<file path="config.mk">
export PLATFORM = sky130hd
export DESIGN_NAME = pulse_rate_counter
export DESIGN_NICKNAME = d
export VERILOG_FILES = /design/src/rtl/pulse_rate_counter.sv
export SDC_FILE = /design/constraint.sdc
export NUM_CORES = 1
export LEC_CHECK = 0
export CORE_MARGIN = 2
export CORE_UTILIZATION = 40
export DETAILED_ROUTE_END_ITERATION = 6
export PLACE_DENSITY = 0.72
export SLEW_MARGIN = 20
export SYNTH_ARGS = -nofsm -noshare
export SYNTH_HDL_FRONTEND = slang
export SYNTH_SLANG_ARGS = --single-unit
</file>
<file path="constraint.sdc">
create_clock -name clk -period 2.5 [get_ports clk]
set_input_delay 0.625 -clock clk [delete_from_list [all_inputs] [get_ports clk]]
set_output_delay 0.625 -clock clk [all_outputs]
set_load 0.01 [all_outputs]
</file>
<file path="src/rtl/pulse_rate_counter.sv">
// -----------------------------------------------------------------------------
// pulse_rate_counter
// Counts rising edges of pulse_in over a programmable gate window of gate_len
// clock cycles and presents each completed count on a valid/ready output port.
// Windows may run singly (start) or back-to-back without a gap (cont=1).
// pulse_in is assumed synchronous to clk; no synchronizer is included.
// -----------------------------------------------------------------------------
module pulse_rate_counter #(
  parameter int CW = 32,  // count/result width
  parameter int GW = 32   // gate-length width (window length in clk cycles)
) (
  input  logic          clk,
  input  logic          reset,      // synchronous, active-high
  input  logic          pulse_in,
  input  logic [GW-1:0] gate_len,
  input  logic          start,
  input  logic          stop,
  input  logic          cont,
  output logic [CW-1:0] count,
  output logic          count_sat,
  output logic          out_valid,
  input  logic          out_ready,
  output logic          overrun,
  output logic          busy
);

  typedef enum logic {
    IDLE  = 1'b0,
    COUNT = 1'b1
  } state_t;

  localparam logic [CW-1:0] ACC_MAX  = {CW{1'b1}};
  localparam logic [GW-1:0] GATE_ONE = GW'(1);

  state_t        state, state_nx;
  logic          pulse_d;
  logic [GW-1:0] timer, timer_nx;
  logic [CW-1:0] acc, acc_nx;
  logic          sat, sat_nx;

  // Derived per-cycle values.
  logic          pulse_edge;   // rising edge of pulse_in this cycle
  logic          wrap;         // this edge would overflow the accumulator
  logic [CW-1:0] acc_sum;      // accumulator plus this cycle's edge, saturated
  logic          last_cycle;   // final cycle of the current window
  logic          gate_ok;      // gate_len is usable for a new window
  logic          load_result;  // a completed window result loads this cycle
  logic          transfer;     // consumer accepts the held result this cycle

  assign pulse_edge = pulse_in & ~pulse_d;
  assign wrap       = pulse_edge & (acc == ACC_MAX);
  assign acc_sum    = wrap ? acc : acc + CW'(pulse_edge);
  assign last_cycle = (timer == GATE_ONE);
  assign gate_ok    = (gate_len != '0);
  assign transfer   = out_valid & out_ready;
  assign busy       = (state == COUNT);

  // Delayed copy of pulse_in for edge detection; runs in every state so a
  // level already high when a window opens is not mistaken for an edge.
  always_ff @(posedge clk) begin
    // NOTE: sequential state uses non-blocking assignments so every register
    // samples the pre-edge values of the others, independent of block order.
    if (reset) begin
      pulse_d <= 1'b0;
    end else begin
      pulse_d <= pulse_in;
    end
  end

  // Control state, window timer and accumulator registers.
  always_ff @(posedge clk) begin
    if (reset) begin
      state <= IDLE;
      timer <= '0;
      acc   <= '0;
      sat   <= 1'b0;
    end else begin
      state <= state_nx;
      timer <= timer_nx;
      acc   <= acc_nx;
      sat   <= sat_nx;
    end
  end

  // Next-state logic: window start, per-cycle accumulation, window
  // completion with optional seamless reload, and abort on stop.
  always_comb begin
    // NOTE: every variable written here gets a default first, so no path
    // leaves it unassigned and no latch is inferred.
    state_nx    = state;
    timer_nx    = timer;
    acc_nx      = acc;
    sat_nx      = sat;
    load_result = 1'b0;

    unique case (state)
      IDLE: begin
        // A zero-length gate is meaningless; such a start is ignored.
        if (start && gate_ok) begin
          state_nx = COUNT;
          timer_nx = gate_len;
          acc_nx   = '0;
          sat_nx   = 1'b0;
        end
      end

      COUNT: begin
        if (stop) begin
          // Abort wins over completion: the partial count is discarded and
          // the output port keeps whatever it already held.
          state_nx = IDLE;
        end else if (last_cycle) begin
          // This cycle's edge still belongs to the window, so the result
          // is acc_sum rather than acc.
          load_result = 1'b1;
          if (cont && gate_ok) begin
            // Next window starts on the very next cycle, no gap.
            timer_nx = gate_len;
            acc_nx   = '0;
            sat_nx   = 1'b0;
          end else begin
            state_nx = IDLE;
          end
        end else begin
          acc_nx   = acc_sum;
          sat_nx   = sat | wrap;
          timer_nx = timer - GATE_ONE;
        end
      end

      default: state_nx = IDLE;
    endcase
  end

  // Output port: result register with valid/ready handshake and sticky
  // overrun flag for results overwritten before the consumer took them.
  always_ff @(posedge clk) begin
    if (reset) begin
      count     <= '0;
      count_sat <= 1'b0;
      out_valid <= 1'b0;
      overrun   <= 1'b0;
    end else begin
      if (load_result) begin
        count     <= acc_sum;
        count_sat <= sat | wrap;
        // A simultaneous transfer frees the slot, so only an untaken result
        // counts as overwritten.
        out_valid <= 1'b1;
        if (out_valid && !out_ready) begin
          overrun <= 1'b1;
        end
      end else if (transfer) begin
        out_valid <= 1'b0;
      end
    end
  end

endmodule

</file>
* Word-level counts from Yosys, hierarchy flattened
Cells that the tools add are included.
** Word-level totals
- Logic and storage cells :: 56
- Flip-flop bits (word level) :: 102
- Bits of input ports :: 39
- Output and inout bits :: 36
** Cells by class
- Equal/unequal tests :: 5
- Bitwise gates (word level) :: 6
- Reductions and logical operators :: 8
- Add/sub/neg operators :: 2
- Multiplexer cells :: 26
** Operators by type and width (count)
- 2-to-1 mux 32 bit :: 9
- one-hot mux 32 bit (2 select lines) :: 2
- adder 32 x 1 -> 32 bit :: 1
- == test 32 x 1 -> 1 bit, second input constant :: 1
- == test 32 bit, second input constant :: 1
- nonzero test 32 bit :: 1
- subtractor 32 x 1 -> 32 bit, second input constant :: 1
- 2-to-1 mux 1 bit :: 13
- != test 2 bit, second input constant :: 2
- one-hot mux 1 bit (2 select lines) :: 2
- AND 1 bit :: 3
- logical AND 1 bit :: 3
- != test 3 x 2 -> 1 bit, second input constant :: 1
- AND reduction 3 bit :: 1
- inverter 1 bit :: 2
- AND reduction 2 bit :: 1
- nonzero test 2 bit :: 1
- logical NOT 1 bit :: 1
- OR 1 bit :: 1

* Longest topological paths before layout
- Depth in word-level cells :: 7
- Mapped depth :: 10

* Worst setup path before layout
OpenSTA, ideal clock, no wires.
- Kind :: reg-to-reg
- Start :: register timer[16]
- End :: register timer[13]
- Period minus slack after synthesis :: 2.613 ns
- Setup slack :: -0.113 ns
- Path buffers :: 3
- Arrival time :: 2.499 ns
- Setup time :: 0.115 ns
- Data required time :: 2.385 ns
- Stages on the path, launching flop included :: 10
- Path through :: dfxtp_1 > or4_4 > or4b_1 > buf_2 > o31a_1 > nor2_1 > buf_4 > buf_4 > nor2_1 > o21a_1
** On the way
- Longest elaborated chain between the ends :: 4
- Elaborated cells on any way between the ends :: 6
** RTL lines
- start, declared :: line 37 : logic [GW-1:0] timer, timer_nx;
- start signal, assigned :: line 79 : timer <= timer_nx;
- == test 32 x 1 -> 1 bit * :: line 53 : assign last_cycle = (timer == GATE_ONE);
- 2-to-1 mux 32 bit :: line 112 : end else if (last_cycle) begin
- 2-to-1 mux 32 bit :: line 108 : if (stop) begin
- one-hot mux 32 bit (2 select lines) :: line 96 : unique case (state)
Mark *: on every way between the ends. The rest lies on a longest branch, timed or not. The select of a mux whose other input is x is not followed.
A chain may end at the register's enable or synchronous reset.

* Final worst setup path
- Start :: register timer[18]
- End :: register timer[18]
** On the way
- Longest elaborated chain between the ends :: 4
- Elaborated cells on any way between the ends :: 7
** RTL lines (line)
- subtractor 32 x 1 -> 32 bit or == test 32 x 1 -> 1 bit (tied branches) :: 127, 53
- 2-to-1 mux 32 bit :: 112
- 2-to-1 mux 32 bit :: 108
- one-hot mux 32 bit (2 select lines) :: 96
Parallel ways exist; a longest one is shown, timed or not. The select of a mux whose other input is x is not followed.

==> flow_metrics.py <==
metrics = {
    "worst_hold_path": {
        "min_to": "overrun",
        "holdPathStages": 2,
        "hp-start": "overrun",
        "hp-class": "flip-flop to flip-flop",
    },
    "synth": {
        "synthMuxAreaShare_pct": 0.998,
        "synth-simple-area-share_pct": 24.2,
        "synth.area.top_cells": "dfxtp_1 37%, a21oi_1 7.2%, o21ai_0 6.6%",
        "synth_xor_area_share_pct": 4.13,
        "synth.avg_cell_area_um2": 7.81,
        "synth_fp_nets": 750,
        "ys_types": 59,
        "async_flop_share_pct": 0,
        "synth_compound_area_share_pct": 27.3,
        "seq_area_frac_synth_pct": 37.0,
        "synth_top_family_by_area": "compound AO/OA/AOI/OAI gates",
        "yosys_warnings": 0,
        "yosysTopAreaCell": "dfxtp_1",
        "netlist_area_um2": 5520,
        "synth_top_area_share_pct": 37.0,
        "synth-seq-cells": 102,
        "synthAdderAreaFrac_pct": 0.907,
        "synth_edf_count": 0,
        "yosys_most_used_dff": "dfxtp_1",
        "synthCells": 707,
    },
    "global_routing": {
        "antenna_found_initial": 0,
        "grt_util_all_layers_pct": 24.7,
        "grt_start_max_net_pins": 33,
        "grt_pass1_wl_mm": 29.4,
        "grt_pass1_vias": 6151,
        "grt.overflow.total": 0,
    },
    "placement": {
        "post_dp_cell_area_um2": 7120,
        "place.gp.congestion": 0.931,
        "placedCellCount": 1006,
        "io_buffers": 74,
        "place_ws_ps": -383,
        "hpwlAfterDp_mm": 11.5,
    },
    "timing": {
        "final-hold-violation-count": 0,
        "skew_ps": 11.4,
        "setup_tns_ps": -11730,
        "fin_crit_sh_pct": 112,
        "final-max-slew-violation-count": 0,
        "fin_ws_ps": -303,
        "clock.fmax_mhz": 357,
        "setup_viol": 99,
        "tightest_slew_ps": 624,
        "slew_headroom_pct": 58.2,
        "period_needed_ps": 2800,
        "whs_ps": 487,
        "rsz0062_at_grt": "yes",
    },
    "drt": {
        "postRouteAntennaNets": 0,
        "routed_via_density": 6.35,
        "dr.pass1.iters": 7,
        "drtIter0Drc": 825,
        "wl_per_cell_um": 21.5,
        "wirelength_mm": 22.9,
        "drc": 1,
        "via_count": 6775,
    },
    "worst_setup_path": {
        "critPathKind": "flip-flop to flip-flop",
        "cp.required_ps": 2730,
        "reg2reg_to": "timer[18]",
        "end_kind": "flip-flop",
        "reg2reg_from": "timer[18]",
        "cp_max_fo": 6,
        "arrival_ps": 3030,
        "reg2regPathDepth": 7,
        "startpoint_type": "flip-flop",
        "rrSetupSlack_ps": -300,
    },
    "clock_tree": {
        "clkTransAtPathRegs_ps": 80,
        "clk_path_buf_depth": 2,
        "root_buffer": "clkbuf_16",
        "cts_tree": "done",
        "clock-sinks": 102,
        "cts_buffers": 9,
        "clock_latency_ps": 360,
        "htree_levels": 3,
        "holdBufCountCts": 0,
    },
    "floorplanning": {
        "rows": 42,
        "core_um2": 13300,
        "start_util_pct": 41.3,
        "io_pins": 75,
        "die_x_um": 121,
        "die_area_um2": 14800,
        "die_h_um": 121,
    },
    "run_status": {
        "status": "finished with violations",
        "violations": "DRC, setup timing",
    },
    "power": {
        "power_density_nw_per_um2": 494,
        "vdd_ir_drop_max_uv": 461,
        "p_leak_nw": 3.26,
    },
    "final_layout": {
        "final_common_cell": "dfxtp_1",
        "layout.nets": 929,
        "drive_above_1_share_pct": 34.5,
        "layout_common_cells": "101 x dfxtp_1, 100 x buf_4, 72 x clkdlybuf4s50_1",
        "num_antenna_cells": 0,
        "stdcell_count": 1067,
        "syn_to_final_growth_pct": 60.7,
        "nFillCells": 970,
        "design_area_um2": 8870,
    },
    "flow_run": {
        "cap_violations": 0,
    },
}
[how the worst max path moves through the flow]
stage          startpoint        end  slack, ps  cells past startpoint
5_1_grt         timer[18]  timer[18]       -290                      7
3_5_place_dp     pulse_in    acc[16]       -380                     11
6_report        timer[18]  timer[18]       -300                      7
4_1_cts         timer[19]     acc[2]        -90                      9
3_3_place_gp    timer[19]  count[20]       -270                      7
2_1_floorplan   timer[19]   timer[9]        -50                      9
[synthesized netlist by cell type (all sizes together) (2+ instances only)]
cell and n:
nand4b 2, xor2 16, or2 2, o211ai 3
a31oi 11, o32ai 8, nor4 28, or4 5
ha 4, o31a 4, and4 9, buf 17
or3 4, a211oi 17, o21ai 75, nand2 58
o21a 2, nor2 55, nor3b 3, a21oi 79
nor3 23, o22ai 5, o31ai 17, nor2b 3
nand2b 4, clkbuf 37, and2 6, nand3 20
and3 5, a2bb2oi 2, dfxtp 102, mux2 4
a21o 16, inv 15, a31o 4, nand4 21
xnor2 10
[worst max-delay path, stage by stage, from the launching register on]
cell and delay (ps):
dfxtp_1 370, or4_4 500, or4b_4 550, o31a_1 340, nor2_4 300, buf_12 180, a21oi_1 50, o32ai_1 370
[timing repair]
item                                    in CTS  in global routing
pin swaps                                   14                 64
endpoints found under the setup margin      97                 97
gates resized for setup                     55                192
gates cloned                                 7                 19
buffers inserted                             8                 16
[power by group]
part | switching [mW] | internal [mW]
sequential | 0.0649 | 1.68
clock | 0.658 | 0.760
combinational | 0.678 | 0.539
total | 1.40 | 2.98
[sequential cells by signal (all words and copies together), names as in the netlist]
signal / cells
sat: 1
acc: 32
out_valid: 1
busy: 1
count: 32
pulse_d: 1
overrun: 1
timer: 32
count_sat: 1
[kinds of logic (layout without fill, tap and decap cells)]
| kind of cell | count (synthesis) | after routing |
|---|---|---|
| simple gates | 252 | 252 |
| compound gates | 249 | 249 |
| flops | 102 | 102 |
| buf+inv | 69 | 253 |
| xor+xnor | 26 | 26 |
| mux | 5 | 5 |
| fa+ha+maj | 4 | 4 |
[final cells by class]
cell class	count	area (um2)	share of cell area, %
Inverter	15	56.3	0.635
Clock inverter	4	30.0	0.339
Multi-Input combinational cell	536	3870	43.6
Timing Repair Buffer	222	2390	26.9
Sequential cell	102	2040	23.0
Tap cell	176	220	2.48
Clock buffer	12	267	3.00
[metrics by stage]
stage / total power, mW / utilization, %
global placement: 2.56 / 53.3
finish: 4.38 / 66.5
global route: 4.50 / 66.5
floorplan: 2.23 / -
CTS: 4.10 / 58.4
detailed placement: 2.58 / 53.3
[per-layer routing]
| layer | track usage, % | part of all wire (%) |
|---|---|---|
| met1 | 29.4 | 37 |
| met2 | 42.6 | 48 |
| met4 | 11.8 | 7.0 |
| met3 | 4.46 | 8.4 |
| met5 | 0 | 0 |
Note: power is estimated with default switching activity, not from simulation.
